### config.mk
export PLATFORM = sky130hd
export DESIGN_NAME = uart_rx
export DESIGN_NICKNAME = d
export VERILOG_FILES = /design/src/rtl/uart_rx.sv
export SDC_FILE = /design/constraint.sdc
export NUM_CORES = 1
export LEC_CHECK = 0
export CAP_MARGIN = 20
export CELL_PAD_IN_SITES_DETAIL_PLACEMENT = 2
export CELL_PAD_IN_SITES_GLOBAL_PLACEMENT = 2
export CORE_AREA = 2 2 60 85
export DETAILED_ROUTE_END_ITERATION = 8
export DIE_AREA = 0 0 62 87
export PLACE_DENSITY_LB_ADDON = 0.15
export SYNTH_ARGS = -nofsm -noshare
export SYNTH_HDL_FRONTEND = slang
export SYNTH_SLANG_ARGS = --single-unit
### constraint.sdc
create_clock -name clock_i -period 3.65 [get_ports clock_i]
set_input_delay 0.5475 -clock clock_i [delete_from_list [all_inputs] [get_ports clock_i]]
set_output_delay 0.5475 -clock clock_i [all_outputs]
set_load 0.02 [all_outputs]
### src/rtl/uart_rx.sv
// UART receiver: 2-flop synchronized line, oversampled bit recovery, 8N1 with optional odd/even parity.
// States: IDLE wait start | START mid-bit check | DATA shift bits | PARITY check | STOP sample | BREAK wait line high
module uart_rx #(
  parameter int OVERSAMPLE = 16,
  parameter int DATA_BITS  = 8
) (
  input  logic                 clock_i,
  input  logic                 reset_n_i,
  input  logic                 sample_tick_i,
  input  logic                 rx_in_i,
  input  logic [1:0]           parity_type_i,
  output logic [DATA_BITS-1:0] data_out_o,
  output logic                 data_valid_o,
  output logic                 parity_error_o,
  output logic                 stop_error_o,
  output logic                 busy_o
);

  localparam int CW = $clog2(OVERSAMPLE);
  localparam int BW = $clog2(DATA_BITS);
  localparam logic [CW-1:0] CNT_MID  = CW'(OVERSAMPLE / 2 - 1);
  localparam logic [CW-1:0] CNT_LAST = CW'(OVERSAMPLE - 1);
  localparam logic [BW-1:0] BIT_LAST = BW'(DATA_BITS - 1);

  typedef enum logic [2:0] {
    S_IDLE   = 3'd0,
    S_START  = 3'd1,
    S_DATA   = 3'd2,
    S_PARITY = 3'd3,
    S_STOP   = 3'd4,
    S_BREAK  = 3'd5
  } state_e;

  state_e               state_q, state_d;
  logic                 rx_meta_q, rx_sync_q;
  logic [CW-1:0]        cnt_q;
  logic [BW-1:0]        bit_idx_q;
  logic [DATA_BITS-1:0] shift_q;
  logic [1:0]           par_type_q;
  logic                 par_mis_q;
  logic [DATA_BITS-1:0] data_out_q;
  logic                 valid_q, perr_q, serr_q;
  logic                 rxs, par_en, par_exp, busy_d;

  assign rxs     = rx_sync_q;
  assign par_en  = par_type_q[0] ^ par_type_q[1];
  // Even parity expects the XOR of the data; odd expects its inverse.
  assign par_exp = (par_type_q == 2'b10) ? (^shift_q) : ~(^shift_q);

  always_ff @(posedge clock_i or negedge reset_n_i) begin
    if (!reset_n_i) begin
      rx_meta_q <= 1'b1;
      rx_sync_q <= 1'b1;
    end else begin
      rx_meta_q <= rx_in_i;
      rx_sync_q <= rx_meta_q;
    end
  end

  always_ff @(posedge clock_i or negedge reset_n_i) begin
    if (!reset_n_i) state_q <= S_IDLE;
    else            state_q <= state_d;
  end

  always_comb begin
    state_d = state_q;
    if (sample_tick_i) begin
      case (state_q)
        S_IDLE:   if (!rxs) state_d = S_START;
        S_START:  if (cnt_q == CNT_MID) state_d = rxs ? S_IDLE : S_DATA;
        S_DATA:   if (cnt_q == CNT_LAST && bit_idx_q == BIT_LAST)
                    state_d = par_en ? S_PARITY : S_STOP;
        S_PARITY: if (cnt_q == CNT_LAST) state_d = S_STOP;
        S_STOP:   if (cnt_q == CNT_LAST) state_d = rxs ? S_IDLE : S_BREAK;
        S_BREAK:  if (rxs) state_d = S_IDLE;
        default:  state_d = S_IDLE;
      endcase
    end
  end

  always_comb begin
    busy_d = (state_q != S_IDLE);
  end

  always_ff @(posedge clock_i or negedge reset_n_i) begin
    if (!reset_n_i) begin
      cnt_q      <= '0;
      bit_idx_q  <= '0;
      shift_q    <= '0;
      par_type_q <= 2'b00;
      par_mis_q  <= 1'b0;
      data_out_q <= '1;
      valid_q    <= 1'b0;
      perr_q     <= 1'b0;
      serr_q     <= 1'b0;
    end else begin
      valid_q <= 1'b0;
      if (sample_tick_i) begin
        case (state_q)
          S_IDLE: begin
            cnt_q <= '0;
            if (!rxs) begin
              par_type_q <= parity_type_i;
              par_mis_q  <= 1'b0;
            end
          end
          S_START: begin
            if (cnt_q == CNT_MID) begin
              cnt_q     <= '0;
              bit_idx_q <= '0;
            end else begin
              cnt_q <= cnt_q + 1'b1;
            end
          end
          S_DATA: begin
            if (cnt_q == CNT_LAST) begin
              shift_q[bit_idx_q] <= rxs;
              bit_idx_q          <= bit_idx_q + 1'b1;
              cnt_q              <= '0;
            end else begin
              cnt_q <= cnt_q + 1'b1;
            end
          end
          S_PARITY: begin
            if (cnt_q == CNT_LAST) begin
              par_mis_q <= rxs ^ par_exp;
              cnt_q     <= '0;
            end else begin
              cnt_q <= cnt_q + 1'b1;
            end
          end
          S_STOP: begin
            if (cnt_q == CNT_LAST) begin
              cnt_q      <= '0;
              data_out_q <= shift_q;
              perr_q     <= par_en & par_mis_q;
              serr_q     <= ~rxs;
              valid_q    <= 1'b1;
            end else begin
              cnt_q <= cnt_q + 1'b1;
            end
          end
          default: cnt_q <= '0;
        endcase
      end
    end
  end

  assign data_out_o     = data_out_q;
  assign data_valid_o   = valid_q;
  assign parity_error_o = perr_q;
  assign stop_error_o   = serr_q;
  assign busy_o         = busy_d;

endmodule

==> impl_metrics.env <==
export IMPL_status="completed"
export IMPL_hp_class="flip-flop to flip-flop"
export IMPL_io_buffers=17
export IMPL_synth_top_area_share_pct=33.61
export IMPL_cts_hold_fix_buffers=0
export IMPL_whs_path_depth=0
export IMPL_max_freq_mhz=410.9
export IMPL_slew_violations=0
export IMPL_drt_first_pass_iters=3
export IMPL_critPathRequiredTime_ps=3820
export IMPL_busiest_layer="met2"
export IMPL_dp_hpwl_um=2864
export IMPL_post_cts_setup_buffers=0
export IMPL_met3_usage_pct=3.566
export IMPL_antenna_found_initial=0
export IMPL_drc_errors=0
export IMPL_tightestPinTransition_ps=732.6
export IMPL_grt_usage_pct=17.09
export IMPL_drive_gt1_share_pct=24.86
export IMPL_grtUsageMet1_pct=19.29
export IMPL_clock_skew_ps=1.983
export IMPL_fin_cells=241
export IMPL_setup_viol=0
export IMPL_die_y_um=87
export IMPL_yosysTopAreaCell="dfrtp_1"
export IMPL_die_area_um2=5394
export IMPL_slew_headroom_pct=50.71
export IMPL_cts_root_buf="clkbuf_8"
export IMPL_gp_congestion=0.7280
export IMPL_ys_seq_elements=34
export IMPL_synthTopCellsByArea="dfrtp_1, dfstp_2, mux2_2, xnor2_1, ha_1"
export IMPL_p_per_area_nw_per_um2=458.7
export IMPL_async_flop_share_pct=100.0
export IMPL_setup_worst_path_start_class="input port"
export IMPL_drt_wirelength_per_cell_um=16.69
export IMPL_dr_first_iter_drc_count=39
export IMPL_vias=1267
export IMPL_post_route_min_period_ps=2433
export IMPL_grt_max_degree=35
export IMPL_layout_common_cells="dfrtp_1, mux2_2, clkdlybuf4s50_1, nand2_1, dfstp_2"
export IMPL_overflow=0
export IMPL_final_common_cell="dfrtp_1"
export IMPL_hold_viol=0
export IMPL_cts_tree="done"
export IMPL_reg2regPathDepth=4
export IMPL_clock_sinks=34
export IMPL_synthesis_area_um2=1787
export IMPL_critPathKind="input port to flip-flop"
export IMPL_synth_edf_count=0
export IMPL_dp_cells=233
export IMPL_viasPerCell=5.257
export IMPL_io_pins=18
export IMPL_worstSkewPairLatency_ps=290
export IMPL_ys_seq_area_share_pct=48.32
export IMPL_ant_nets=0
export IMPL_synthesis_instances=161
export IMPL_layout_nets=186
export IMPL_leakagePower_nw=0.8888
export IMPL_path_max_fanout=16
export IMPL_synth_cell_types=44
export IMPL_syn_area_per_cell_um2=11.10
export IMPL_core_rowCount=30
export IMPL_tns_ps=0
export IMPL_start_util_pct=38.08
export IMPL_finalCritPeriodShare_pct=66.67
export IMPL_syn2layout_area_growth_pct=17.02
export IMPL_globalRouteMet2Util_pct=30.40
export IMPL_die_x_um=62
export IMPL_h_tree_depth=2
export IMPL_diodes=0
export IMPL_vdd_ir_drop_worst_mv=0.2314
export IMPL_rsz0062_at_grt="no"
export IMPL_nFillCells=514
export IMPL_worstPathArrival_ps=2610
export IMPL_path_clk_slew_ps=70
export IMPL_synth_main_ff_cell="dfrtp_1"
export IMPL_grt_pass1_wl_um=6782
export IMPL_ys_warn_count=0
export IMPL_wl_um=4022
export IMPL_cap_violations=0
export IMPL_clockBufferDepth=2
export IMPL_grt_pass1_vias=1395
export IMPL_synthesis_nets=171
export IMPL_endpoint_kind="flip-flop"
export IMPL_cts_resized_gates=0
export IMPL_core_um2=4692
export IMPL_cts_buffers=5
==> final timing paths <==
kind                            endpoint  slack (ps)     startpoint
min in group asynchronous   data_valid_o         670      reset_n_i
max                           shift_q[3]        1220  sample_tick_i
max in group asynchronous      rx_sync_q        2630      reset_n_i
max reg2reg                data_out_o[1]        1500       cnt_q[0]
min reg2reg                    rx_sync_q         360      rx_meta_q
min                            rx_sync_q         360      rx_meta_q
==> layer usage <==
| layer | share of wire, % | vias up |
|---|---|---|
| met3 | 2.5 | 6 |
| met1 | 40 | 646 |
| met2 | 56 | 17 |
| met5 | 0 | - |
| met4 | 1.6 | 0 |
| li1 | - | 598 |
==> synthesized netlist by cell type (2+ instances only) <==
| master | n |
|---|---|
| inv_1 | 8 |
| xnor2_1 | 9 |
| and3_1 | 2 |
| nand3b_1 | 4 |
| mux2_2 | 19 |
| o21ai_0 | 9 |
| nand2_1 | 10 |
| mux2i_1 | 2 |
| nor3b_2 | 2 |
| clkbuf_1 | 6 |
| ha_1 | 4 |
| a21oi_1 | 3 |
| nor4_1 | 2 |
| nand2b_1 | 3 |
| buf_2 | 3 |
| nor2_1 | 9 |
| dfrtp_1 | 24 |
| nand3_1 | 4 |
| nor3_1 | 4 |
| dfstp_2 | 10 |
==> stage by stage <==
stage               utilization (%)  power (mW)  instance area, um^2  hold WS [ps]  worst slack [ps]
finish                        44.56      0.9590                 2091         356.1              1217
floorplan                         -      0.6083                 1787         251.9              1745
detailed placement            42.61      0.6810                 1999         347.3             917.4
global placement              42.61      0.6669                 1999         346.2             995.9
CTS                           44.56      0.9758                 2091         357.7              1205
global route                  44.56       1.023                 2091         365.7              1083
==> cell type report <==
| cell class | instances | area, um^2 | area share, % |
|---|---|---|---|
| inverter | 8 | 30.03 | 1.436 |
| clock buffer | 7 | 86.33 | 4.129 |
| multi-input combinational | 109 | 848.3 | 40.57 |
| clock inverter | 1 | 5.005 | 0.2394 |
| timing repair buffer | 18 | 177.7 | 8.498 |
| sequential | 34 | 863.3 | 41.29 |
| tap | 64 | 80.08 | 3.830 |
==> registers in the layout (all words and copies together), names as in the netlist <==
register        cells
data_out_o          8
stop_error_o        1
state_q             3
parity_error_o      1
par_mis_q           1
data_valid_o        1
par_type_q          2
rx_sync_q           1
rx_meta_q           1
shift_q             8
cnt_q               4
bit_idx_q           3
==> report_power, final <==
part,switching (mW),internal (mW)
sequential,0.0537,0.411
clock,0.136,0.152
combinational,0.108,0.0979
total,0.298,0.661
==> cells by family (layout without fill, tap and decap cells) <==
| kind of cell | after synthesis | count (layout) | share of synthesized area (%) |
|---|---|---|---|
| simple gates | 51 | 51 | 17.37 |
| flops | 34 | 34 | 48.32 |
| compound gates | 23 | 23 | 8.544 |
| mux | 21 | 21 | 13.10 |
| buf+inv | 18 | 34 | 4.202 |
| xor+xnor | 10 | 10 | 5.672 |
| fa+ha+maj | 4 | 4 | 2.801 |
==> critical path: stages <==
cell and delay [ps]:
clkdlybuf4s50_1 780, nand3b_1 200, nor4_1 600, nand3b_1 180, mux2_2 300
No activity file was read; power rests on OpenSTA's default activity.
